File: config.mk
export PLATFORM = sky130hd
export DESIGN_NAME = ps2_dev_tx
export DESIGN_NICKNAME = d
export VERILOG_FILES = /design/src/rtl/ps2_dev_pkg.sv /design/src/rtl/ps2_dev_tx_chan.sv /design/src/rtl/ps2_dev_tx.sv
export SDC_FILE = /design/constraint.sdc
export NUM_CORES = 1
export LEC_CHECK = 0
export CAP_MARGIN = 20
export CORE_MARGIN = 2
export CORE_UTILIZATION = 55
export DETAILED_ROUTE_END_ITERATION = 8
export DONT_BUFFER_PORTS = 1
export PLACE_DENSITY_LB_ADDON = 0.15
export SYNTH_ARGS = -nofsm -noshare
export SYNTH_HDL_FRONTEND = slang
export SYNTH_SLANG_ARGS = --single-unit
File: constraint.sdc
create_clock -name clk_sys -period 5.87 [get_ports clk_sys]
set_clock_uncertainty 0.05 [all_clocks]
set_input_delay 0.587 -clock clk_sys [delete_from_list [all_inputs] [get_ports clk_sys]]
set_output_delay 0.587 -clock clk_sys [all_outputs]
set_load 0.01 [all_outputs]
File: src/rtl/ps2_dev_pkg.sv
// Shared types for the multi-channel PS/2 device-side serialiser.
package ps2_dev_pkg;

    // Per-channel transmit FSM; START..PARITY are consecutive so the
    // frame walks forward by incrementing the state code.
    typedef enum logic [3:0] {
        IDLE, START, D0, D1, D2, D3, D4, D5, D6, D7, PARITY, STOP
    } ps2_tx_state_t;

    // start + 8 data + parity + stop
    localparam int PS2_FRAME_BITS = 11;

endpackage

File: src/rtl/ps2_dev_tx_chan.sv
// One PS/2 transmit channel: byte FIFO, frame FSM and shifter.
// All frame progress happens on i_rise, the shared PS/2 clock rising tick.
module ps2_dev_tx_chan
    import ps2_dev_pkg::*;
#(
    parameter int FIFO_BITS = 3
) (
    input  logic       i_clk,
    input  logic       i_rst_n,
    input  logic       i_rise,
    input  logic       i_phase,
    input  logic       i_inhibit,
    input  logic       i_wr,
    input  logic [7:0] i_din,
    output logic       o_ps2_clk,
    output logic       o_ps2_data,
    output logic       o_busy,
    output logic       o_overflow
);
    localparam int DEPTH = 2 ** FIFO_BITS;

    logic [7:0]           r_mem [DEPTH];
    logic [FIFO_BITS-1:0] r_wptr;
    logic [FIFO_BITS-1:0] r_rptr;
    logic [FIFO_BITS:0]   r_count;
    logic                 r_ovf;
    logic                 r_avail;
    ps2_tx_state_t        r_state;
    logic [7:0]           r_shift;
    logic                 r_par;
    logic                 r_data;
    logic                 r_busy;

    logic                 w_full;
    logic                 w_pop;
    logic                 w_wr_acc;
    logic                 w_abort;
    logic [FIFO_BITS:0]   w_count_nxt;
    ps2_tx_state_t        w_state_nxt;

    assign w_full      = (r_count == (FIFO_BITS+1)'(DEPTH));
    // Head is only released once its stop bit has gone out, so an aborted
    // frame can be resent from the same slot.
    assign w_pop       = i_rise && (r_state == STOP);
    assign w_wr_acc    = i_wr && (!w_full || w_pop);
    assign w_abort     = i_rise && i_inhibit && (r_state != IDLE) && (r_state != STOP);
    assign w_count_nxt = r_count + (FIFO_BITS+1)'(w_wr_acc) - (FIFO_BITS+1)'(w_pop);

    // Next frame state, shared by the FSM and the busy flag.
    always_comb begin
        w_state_nxt = r_state;
        if (w_abort) begin
            w_state_nxt = IDLE;
        end else if (i_rise) begin
            case (r_state)
                IDLE:    if (r_avail && !i_inhibit) w_state_nxt = START;
                STOP:    w_state_nxt = IDLE;
                default: w_state_nxt = ps2_tx_state_t'(r_state + 4'd1);
            endcase
        end
    end

    // FIFO pointers, occupancy and sticky overflow.
    always_ff @(posedge i_clk) begin
        if (!i_rst_n) begin
            r_wptr  <= '0;
            r_rptr  <= '0;
            r_count <= '0;
            r_ovf   <= 1'b0;
        end else begin
            if (w_wr_acc) r_wptr <= r_wptr + FIFO_BITS'(1);
            if (w_pop)    r_rptr <= r_rptr + FIFO_BITS'(1);
            r_count <= w_count_nxt;
            if (i_wr && !w_wr_acc) r_ovf <= 1'b1;
        end
    end

    // FIFO storage; contents are don't-care while the pointers say empty.
    always_ff @(posedge i_clk) begin
        if (w_wr_acc) r_mem[r_wptr] <= i_din;
    end

    // Frame FSM: data changes only on the rising tick (clock high).
    // r_avail lags the count by a cycle so a fresh byte never starts on
    // the edge right after its write.
    always_ff @(posedge i_clk) begin
        if (!i_rst_n) begin
            r_state <= IDLE;
            r_shift <= '0;
            r_par   <= 1'b0;
            r_data  <= 1'b1;
            r_busy  <= 1'b0;
            r_avail <= 1'b0;
        end else begin
            r_state <= w_state_nxt;
            r_busy  <= (w_state_nxt != IDLE) || (w_count_nxt != '0);
            r_avail <= (r_count != '0);
            if (w_abort) begin
                r_data <= 1'b1;
            end else if (i_rise) begin
                case (r_state)
                    IDLE: begin
                        if (w_state_nxt == START) begin
                            r_shift <= r_mem[r_rptr];
                            r_par   <= 1'b1;
                            r_data  <= 1'b0;
                        end
                    end
                    D7:           r_data <= r_par;
                    PARITY, STOP: r_data <= 1'b1;
                    default: begin
                        r_data  <= r_shift[0];
                        r_par   <= r_par ^ r_shift[0];
                        r_shift <= {1'b0, r_shift[7:1]};
                    end
                endcase
            end
        end
    end

    assign o_ps2_clk  = i_phase || (r_state == IDLE);
    assign o_ps2_data = r_data;
    assign o_busy     = r_busy;
    assign o_overflow = r_ovf;

endmodule

File: src/rtl/ps2_dev_tx.sv
// Multi-channel PS/2 device-side serialiser top: shared bit-clock divider
// and per-channel transmitters. Optional host-inhibit sensing is enabled by
// defining PS2_DEV_TX_INHIBIT_EN.
module ps2_dev_tx
    import ps2_dev_pkg::*;
#(
    parameter int NCH       = 2,
    parameter int FIFO_BITS = 3,
    parameter int PS2DIV    = 20
) (
    input  logic             clk_sys,
    input  logic             reset_n,
    input  logic [NCH-1:0]   wr,
    input  logic [8*NCH-1:0] din,
    input  logic [NCH-1:0]   ps2_clk_in,
    output logic [NCH-1:0]   ps2_clk,
    output logic [NCH-1:0]   ps2_data,
    output logic [NCH-1:0]   busy,
    output logic [NCH-1:0]   overflow
);
    localparam int DIVW = (PS2DIV > 1) ? $clog2(PS2DIV) : 1;

    logic [DIVW-1:0] r_div;
    logic            r_phase;
    logic            w_tick;
    logic            w_rise;
    logic [NCH-1:0]  w_inhibit;

    assign w_tick = (r_div == DIVW'(PS2DIV - 1));
    assign w_rise = w_tick && !r_phase;

    // Shared half-period divider; one phase for every channel keeps them aligned.
    always_ff @(posedge clk_sys) begin
        if (!reset_n) begin
            r_div   <= '0;
            r_phase <= 1'b0;
        end else if (w_tick) begin
            r_div   <= '0;
            r_phase <= !r_phase;
        end else begin
            r_div   <= r_div + DIVW'(1);
        end
    end

`ifdef PS2_DEV_TX_INHIBIT_EN
    logic [NCH-1:0] r_sync1;
    logic [NCH-1:0] r_sync2;

    // Two-flop synchroniser on the sensed host clock lines (idle high).
    always_ff @(posedge clk_sys) begin
        if (!reset_n) begin
            r_sync1 <= '1;
            r_sync2 <= '1;
        end else begin
            r_sync1 <= ps2_clk_in;
            r_sync2 <= r_sync1;
        end
    end

    assign w_inhibit = ~r_sync2;
`else
    logic [NCH-1:0] w_unused_clk_in;
    assign w_unused_clk_in = ps2_clk_in;
    assign w_inhibit       = '0;
`endif

    for (genvar c = 0; c < NCH; c++) begin : g_ch
        ps2_dev_tx_chan #(
            .FIFO_BITS (FIFO_BITS)
        ) u_chan (
            .i_clk      (clk_sys),
            .i_rst_n    (reset_n),
            .i_rise     (w_rise),
            .i_phase    (r_phase),
            .i_inhibit  (w_inhibit[c]),
            .i_wr       (wr[c]),
            .i_din      (din[8*c +: 8]),
            .o_ps2_clk  (ps2_clk[c]),
            .o_ps2_data (ps2_data[c]),
            .o_busy     (busy[c]),
            .o_overflow (overflow[c])
        );
    end

endmodule

==> impl_metrics.tcl, run 1 <==
set metrics [dict create \
    status "finished clean" \
    drtIter0Drc 361 \
    synthCells 605 \
    ant_nets 0 \
    core-area_sq_um 14600 \
    grt-ovfl-total 0 \
    syn_avg_cell_area_sq_um 13.7 \
    yosysTopAreaCell "edfxtp_1" \
    synth_area_leaders "edfxtp_1, dfxtp_1, mux4_2" \
    netSwitchingFraction 0.244 \
    die_h_um 127 \
    async_flop_share 0 \
    worstPathCellList "ha_1, inv_1, or4_1, or2_1, nand2_1, ha_1, inv_1, fa_1, xnor2_1, nor4_1, a41oi_1" \
    fin_crit_sh 0.588 \
    cts_hold_buf 0 \
    grt_pass1_wl_mm 25.1 \
    rows 44 \
    wire_per_inst_um 19.3 \
    synth_nets 653 \
    die_w_um 127 \
    postCtsSetupRepairBufs 0 \
    pwr-share-clk 0.368 \
    drv_slew 0 \
    fin_ws_ps 2420 \
    seq_area_frac_synth 0.625 \
    start_kind "flip-flop" \
    post-route-drc-count 0 \
    cp-end-kind "flip-flop" \
    seq_power_share 0.536 \
    cts_root_buf "clkbuf_16" \
    synth_area_sq_um 8270 \
    portBuffers 0 \
    final_nets 647 \
    max_clock_freq_ghz 0.290 \
    finalHoldViolCount 0 \
    yosysMostFrequentCell "edfxtp_1" \
    crit_buf_inv 2 \
    finalSetupViolCount 0 \
    cts_sinks 194 \
    yosys.area.top_type_share 0.465 \
    dieArea_sq_um 16000 \
    holdCritPathClass "in2reg" \
    period_minus_slack_ps 3450 \
    synth_commonest_cells "edfxtp_1, dfxtp_1, nor2_1" \
    dp_hpwl_mm 9.83 \
    setup_tns_ps 0 \
    path_max_fanout 8 \
    antenna_cells 0 \
    worstPathArrival_ps 3690 \
    rsz0062_at_grt "no" \
    viasPerCell 6.02 \
    cts.path.max_buffers 2 \
    leakage_nw 3.04 \
    tightest_slew_ps 1060 \
    grt_pass1_vias 4790 \
    cp_top_family "simple AND/OR/NAND/NOR gates" \
    initial_utilization 0.567 \
    syn_to_final_growth_pct 9.05 \
    gp_congestion 0.779 \
    cts_buffers 17 \
    clkTransAtPathRegs_ps 70 \
    htreeDepth 4 \
    post_cts_resized 0 \
    cp.required_ps 6110 \
    grt_antenna_before_repair 0 \
    p_per_area_nw_per_um2 324 \
    max_stage_delay_ps 630 \
    grt_max_degree 44 \
    wl_met2_mm 7.48 \
    synth_warnings 0 \
    dp_slack_ps 2480 \
    p_comb_frac 0.096 \
    pin_count 30 \
    cts_tree "yes" \
    fin_area_sq_um 9010 \
    slew_headroom 0.289 \
    place_area_sq_um 8400 \
    routed_wl_mm 15.4 \
    p_switching_mw 0.714 \
    synth-edff-count 128 \
    dr.max_layer_used "met4" \
    num_vias 4789 \
    grt_usage 0.205 \
    drtPass1Iterations 5 \
    synth-main-ff-cell "edfxtp_1" \
    intPower_mw 2.21 \
    critPathSlowestCell "or4_1" \
    wl_met1_mm 6.81 \
    whs_ps 189 \
    wl_met3_um 773 \
    cap_violations 0 \
    clock_latency_ps 440 \
    ys_seq_elements 194 \
    criticalPathCategory "reg2reg" \
    drive_gt1_frac 0.139 \
    synth_cell_types 60 \
    final.fill_count 1051 \
    peakVddDrop_mv 0.249 \
]
[final timing paths]
kind	from	end	slack, ps	depth (start not counted)
worst max register to register	g_ch[0].u_chan.r_state[1]	g_ch[0].u_chan.o_busy	2420	11
worst min register to register	r_div[0]	r_div[0]	430	1
worst max-delay path	g_ch[0].u_chan.r_state[1]	g_ch[0].u_chan.o_busy	2420	11
worst min-delay path	din[6]	g_ch[0].u_chan.r_mem[7][6]	190	0
[power by group through the flow]
stage	sequential, mW	clock (mW)	combinational [mW]
floorplan	1.58	0	0.223
global placement	1.59	0	0.267
detailed placement	1.60	0	0.281
CTS	1.57	1.09	0.283
global route	1.57	1.16	0.313
finish	1.56	1.08	0.282
[metrics by stage]
stage | cells | power, mW | util
final | 796 | 2.92 | 0.618
after global routing | 796 | 3.04 | 0.618
after CTS | 793 | 2.94 | 0.613
after detailed placement | 761 | 1.88 | 0.576
after global placement | 761 | 1.86 | 0.576
after floorplan | 605 | 1.80 | -
[cell families (layout without fill, tap and decap cells)]
family                   count (synthesis)  count (layout)  synth area share
flip-flops                             194             194             0.625
multiplexers                            52              52             0.111
AND/OR/NAND/NOR                        152             152            0.0938
XOR/XNOR                                 7               7           0.00742
AO/OA/AOI/OAI                          105             105            0.0854
buffers and inverters                   69              76            0.0360
adder cells (fa/ha/maj)                 26              26            0.0412
[cell usage in the layout, fill, tap and decap left out, types with 6 or more instances in the layout]
master     count
a21oi_1       42
a22o_1        15
buf_4          9
clkbuf_16     17
dfxtp_1       66
edfxtp_1     128
ha_1          24
inv_1         31
inv_6          6
mux2i_1       20
mux4_2        32
nand2_1       20
nand2b_1      11
nand3_1        9
nor2_1        53
nor3_1        16
o21ai_0       11
[layer usage]
layer / global-route usage / vias up
li1: - / 2266
met1: 0.278 / 2391
met3: 0.0527 / 25
met2: 0.318 / 107
met5: 0 / -
met4: 0.0847 / 0
[sequential cells by signal (all words and copies together) (netlist names), named ones only]
signal and count:
g_ch.u_chan.o_busy 2, g_ch.u_chan.o_overflow 2, g_ch.u_chan.o_ps2_data 2, g_ch.u_chan.r_avail 2, g_ch.u_chan.r_count 8, g_ch.u_chan.r_mem 128
g_ch.u_chan.r_par 2, g_ch.u_chan.r_rptr 6, g_ch.u_chan.r_shift 16, g_ch.u_chan.r_state 8, g_ch.u_chan.r_wptr 6, r_div 5
r_phase 1
[layout make-up]
| class | count | area, sq um | area share |
|---|---|---|---|
| Inverter | 32 | 120 | 0.0133 |
| Multi-Input combinational cell | 342 | 2820 | 0.313 |
| Clock inverter | 14 | 116 | 0.0129 |
| Clock buffer | 18 | 429 | 0.0476 |
| Timing Repair Buffer | 12 | 134 | 0.0149 |
| Tap cell | 184 | 230 | 0.0255 |
| Sequential cell | 194 | 5160 | 0.573 |
(Power assumes the default switching activity.)
==> inputs of run 2 (changes only) <==
Clock period 5.87 ns to 3.6 ns, I/O delays scaled along.
==> run 2 against run 1 <==
Against the previous run:
- sequential power is 63% higher
- die area did not move
- clock power is 75% higher
- total power increased by 69%
- critical path depth unchanged
- first-iteration DRC count increased by 8.3%
- cell count is 3.6% higher
- cell area grew 2.9%
- hold slack worse by 160 ps
- combinational power is 74% higher
- via count up 1.6%
- critical path type unchanged
- largest cell class unchanged
==> impl_metrics.tcl, run 2 (synthesis gave the netlist of run 1 again) <==
set metrics [dict create \
    slew_headroom 0.406 \
    postCtsSetupRepairBufs 0 \
    drtPass1Iterations 4 \
    grt_usage 0.208 \
    cp.required_ps 3840 \
    antenna_cells 0 \
    die_w_um 127 \
    dp_hpwl_mm 9.90 \
    cts.path.max_buffers 2 \
    regMostFlops "g_ch.u_chan.r_mem" \
    intPower_mw 3.75 \
    multiInputGateArea_sq_um 2820 \
    path_max_fanout 8 \
    grt_pass1_vias 4797 \
    rsz0062_at_grt "no" \
    dp_slack_ps 238 \
    post-route-drc-count 0 \
    num_vias 4866 \
    period_minus_slack_ps 3370 \
    layout_common_cells "edfxtp_1, dfxtp_1, nor2_1, a21oi_1, mux4_2" \
    largest_register_ffs 128 \
    finalHoldViolCount 0 \
    rows 44 \
    wire_per_inst_um 18.9 \
    pwr-share-clk 0.383 \
    holdCritPathClass "in2reg" \
    portBuffers 0 \
    cap_violations 0 \
    seq_power_share 0.517 \
    p_comb_frac 0.099 \
    drtIter0Drc 391 \
    setup_tns_ps 0 \
    criticalPathCategory "reg2reg" \
    ant_nets 0 \
    p_per_area_nw_per_um2 532 \
    grt_max_degree 30 \
    grt_pass1_wl_mm 25.4 \
    cts_tree "yes" \
    drive_gt1_frac 0.151 \
    netSwitchingFraction 0.240 \
    pin_count 30 \
    gp_congestion 0.883 \
    core-area_sq_um 14600 \
    cp-end-kind "flip-flop" \
    worstPathCellList "ha_1, inv_1, or4_1, or2_1, nand2_1, ha_1, inv_1, fa_1, xnor2_1, nor4_1, a41oi_1" \
    final-seq-area_sq_um 5160 \
    critPathSlowestCell "or4_1" \
    final.fill_count 1052 \
    final_nets 676 \
    routed_wl_mm 15.6 \
    leakage_nw 3.17 \
    status "finished clean" \
    tightest_slew_ps 890 \
    initial_utilization 0.567 \
    fin_ws_ps 226 \
    grt-ovfl-total 0 \
    viasPerCell 5.90 \
    die_h_um 127 \
    drv_slew 0 \
    fin_crit_sh 0.937 \
    max_clock_freq_ghz 0.296 \
    htreeDepth 4 \
    p_switching_mw 1.18 \
    start_kind "flip-flop" \
    syn_to_final_growth_pct 12.2 \
    peakVddDrop_mv 0.441 \
    layout_commonest_cell "edfxtp_1" \
    cts_root_buf "clkbuf_16" \
    grt_antenna_before_repair 0 \
    cts_buffers 17 \
    clkTransAtPathRegs_ps 70 \
    dieArea_sq_um 16000 \
    max_stage_delay_ps 650 \
    clock_latency_ps 430 \
    largestRegisters "g_ch.u_chan.r_mem x128, g_ch.u_chan.r_shift x16" \
    worstPathArrival_ps 3620 \
    finalSetupViolCount 0 \
    cts_sinks 194 \
]
run 2: cell count changes in the layout (fill, tap and decap cells not counted), sizes merged:
| cell | delta |
|---|---|
| dlygate4sd3 | +17 |
| buf | +12 |
| inv | -3 |
| bufinv | +2 |
| clkinvlp | +2 |
| clkinv | -1 |
run 2: final timing paths:
path | start | to | slack (ps) | cells after the start
max | g_ch[0].u_chan.r_state[0] | g_ch[0].u_chan.o_busy | 230 | 11
min | reset_n | r_div[1] | 30 | 1
max reg2reg | g_ch[0].u_chan.r_state[0] | g_ch[0].u_chan.o_busy | 230 | 11
min reg2reg | r_div[0] | r_div[0] | 410 | 1
run 2: power by group through the flow:
| stage | logic (mW) | registers, mW | clock network (mW) |
|---|---|---|---|
| 5_1_grt | 0.554 | 2.56 | 2.00 |
| 6_report | 0.491 | 2.55 | 1.89 |
| 2_1_floorplan | 0.364 | 2.58 | 0 |
| 3_5_place_dp | 0.458 | 2.60 | 0 |
| 4_1_cts | 0.494 | 2.55 | 1.93 |
| 3_3_place_gp | 0.439 | 2.60 | 0 |
run 2: metal layers:
layer / routed length [um] / up-vias / share of wire / GRT usage
met4: 331 / 0 / 0.021 / 0.0769
met5: 0 / - / 0 / 0
met3: 673 / 24 / 0.043 / 0.0468
met2: 7220 / 97 / 0.46 / 0.312
met1: 7370 / 2422 / 0.47 / 0.301
li1: - / 2323 / - / -
run 2: layout make-up:
type	count	area share
clock inverters	14	0.0178
inverters	32	0.0130
multi-input cells	342	0.304
repair buffers	41	0.0378
well taps	184	0.0248
flip-flops and latches	194	0.557
clock buffers	18	0.0463
run 2: timing repair:
| action | in CTS | in global routing |
|---|---|---|
| hold buffers | 17 | 0 |
| gates resized for setup | 0 | 0 |
| hold endpoints to repair | 135 | 0 |
run 2: through the flow:
stage	utilization	power, mW	hold slack, ps	instance area [sq um]	cells
2_1_floorplan	-	2.94	383	8270	605
3_3_place_gp	0.583	3.03	390	8510	776
3_5_place_dp	0.583	3.06	404	8510	776
4_1_cts	0.636	4.97	1.33	9280	825
5_1_grt	0.636	5.11	24.0	9280	825
6_report	0.636	4.93	26.9	9280	825
run 2: critical path: cells and delay by family, from the launching register on:
family                   cells  cell delay (ps)
AND/OR/NAND/NOR              4             1360
adder cells (fa/ha/maj)      3              880
flip-flops                   1              470
buffers and inverters        2              170
AO/OA/AOI/OAI                1              160
XOR/XNOR                     1              150
==> inputs of run 3 (changes only) <==
Settings changed: CTS_BUF_LIST set to sky130_fd_sc_hd__clkbuf_8 sky130_fd_sc_hd__clkbuf_16.
==> run 3 against run 2 <==
Against the previous run:
- routed wire length about the same
- highest routed layer unchanged
- sequential cell count unchanged
- sequential share of layout area unchanged
- via count unchanged
- die area unchanged
- register-to-register slack about the same
- worst setup slack about the same
- first-iteration DRC count unchanged
==> impl_metrics.tcl, run 3 (synthesis gave the netlist of run 1 again) <==
set metrics [dict create \
    syn_to_final_growth_pct 12.2 \
    postCtsSetupRepairBufs 0 \
    regMostFlops "g_ch.u_chan.r_mem" \
    pin_count 30 \
    path_max_fanout 8 \
    holdPathEnd "r_div[1]" \
    cts_buffers 17 \
    largest_register_ffs 128 \
    status "finished clean" \
    grt_max_degree 30 \
    hold_depth 1 \
    dp_slack_ps 238 \
    dieArea_sq_um 16000 \
    drtPass1Iterations 4 \
    period_minus_slack_ps 3370 \
    cts.path.max_buffers 2 \
    layout_common_cells "edfxtp_1, dfxtp_1, nor2_1, a21oi_1" \
    drtIter0Drc 391 \
    clock_latency_ps 430 \
    num_vias 4866 \
    cp.required_ps 3840 \
    grt_antenna_before_repair 0 \
    core-area_sq_um 14600 \
    layout_commonest_cell "edfxtp_1" \
    routed_wl_mm 15.6 \
    finalSetupViolCount 0 \
    cts_sinks 194 \
    peakVddDrop_mv 0.441 \
    max_stage_delay_ps 650 \
    worstHoldStart "reset_n" \
    clkTransAtPathRegs_ps 70 \
    cts_tree "yes" \
    htreeDepth 4 \
    start_kind "flip-flop" \
    worst-r2r-cell-count 11 \
    rows 44 \
    cp-end-kind "flip-flop" \
    criticalPathCategory "reg2reg" \
    fin_ws_ps 226 \
    wire_per_inst_um 18.9 \
    r2r_start "g_ch[0].u_chan.r_state[0]" \
    worstPathArrival_ps 3620 \
    drive_gt1_frac 0.151 \
    grt-ovfl-total 0 \
    die_h_um 127 \
    ant_nets 0 \
    drv_slew 0 \
    slew_headroom 0.406 \
    max_clock_freq_ghz 0.296 \
    final.fill_count 1052 \
    setup_tns_ps 0 \
    finalHoldViolCount 0 \
    leakage_nw 3.17 \
    cap_violations 0 \
    dp_hpwl_mm 9.90 \
    antenna_cells 0 \
    fin_crit_sh 0.937 \
    grt_pass1_wl_mm 25.4 \
    tightest_slew_ps 890 \
    largestRegisters "g_ch.u_chan.r_mem x128, g_ch.u_chan.r_shift x16" \
    grt_pass1_vias 4797 \
    post-route-drc-count 0 \
    gp_congestion 0.883 \
    worstPathCellList "ha_1, inv_1, or4_1, or2_1, nand2_1, ha_1, inv_1, fa_1, xnor2_1, nor4_1, a41oi_1" \
    reg2reg_slack_ps 230 \
    cp_top_family "simple AND/OR/NAND/NOR gates" \
    crit_buf_inv 2 \
    holdCritPathClass "in2reg" \
    portBuffers 0 \
    critPathSlowestCell "or4_1" \
    die_w_um 127 \
    viasPerCell 5.90 \
    final_nets 676 \
    rsz0062_at_grt "no" \
    cts_root_buf "clkbuf_16" \
    grt_usage 0.208 \
    reg2reg_to "g_ch[0].u_chan.o_busy" \
    initial_utilization 0.567 \
    p_per_area_nw_per_um2 532 \
]
[run 3: cell types whose count changed in the layout (fill, tap and decap cells not counted), sizes merged]
cell,delta
clkbuf,-1
inv,+1
[run 3: worst max-delay path by stage]
stage / start / endpoint / slack (ps) / depth (start not counted)
2_1_floorplan: g_ch[0].u_chan.r_state[0] / g_ch[0].u_chan.o_busy / 620 / 12
3_3_place_gp: g_ch[0].u_chan.r_state[0] / g_ch[0].u_chan.o_busy / 360 / 11
3_5_place_dp: g_ch[0].u_chan.r_state[0] / g_ch[0].u_chan.o_busy / 240 / 11
4_1_cts: g_ch[0].u_chan.r_state[0] / g_ch[0].u_chan.o_busy / 220 / 11
5_1_grt: g_ch[0].u_chan.r_state[0] / g_ch[0].u_chan.o_busy / 30 / 11
6_report: g_ch[0].u_chan.r_state[0] / g_ch[0].u_chan.o_busy / 230 / 11
[run 3: metrics by stage]
step	hold slack, ps	power (mW)	instance area (sq um)	utilization	instances
global placement	390	3.03	8510	0.583	776
floorplan	383	2.94	8270	-	605
detailed placement	404	3.06	8510	0.583	776
CTS	1.33	4.97	9280	0.636	825
global route	24.0	5.11	9280	0.636	825
finish	26.9	4.93	9280	0.636	825
[run 3: where the power goes]
part | switching (mW) | internal (mW) | total, mW | leakage (nW)
registers | 0.0587 | 2.49 | 2.55 | 1.70
clock network | 0.847 | 1.04 | 1.89 | 0.287
logic | 0.277 | 0.214 | 0.490 | 1.19
[run 3: repair_timing]
action / 4_1_cts / 5_1_grt
endpoints found under the hold margin: 135 / 0
hold buffers: 17 / 0
endpoints found under the setup margin: 0 / 0
gates resized for setup: 0 / 0
[run 3: routing by layer]
| metal | track usage | wire (um) | vias to the layer above | share of wire |
|---|---|---|---|---|
| li1 | - | - | 2323 | - |
| met1 | 0.301 | 7360 | 2422 | 0.47 |
| met2 | 0.312 | 7220 | 97 | 0.46 |
| met3 | 0.0468 | 673 | 24 | 0.043 |
| met4 | 0.0769 | 331 | 0 | 0.021 |
| met5 | 0 | 0 | - | 0 |
[run 3: layout make-up]
class | instances | area, sq um | share of cell area
inverter | 32 | 120 | 0.0130
multi-input combinational | 342 | 2820 | 0.304
tap | 184 | 230 | 0.0248
clock buffer | 17 | 425 | 0.0459
clock inverter | 15 | 169 | 0.0182
timing repair buffer | 41 | 350 | 0.0378
sequential | 194 | 5160 | 0.557
[run 3: worst register-to-register path, stage by stage (launching register included)]
cell     delay [ps]
dfxtp_1         470
ha_1            350
inv_1           120
or4_1           650
or2_1           310
nand2_1          70
ha_1            150
inv_1            50
fa_1            380
xnor2_1         150
nor4_1          330
a41oi_1         160
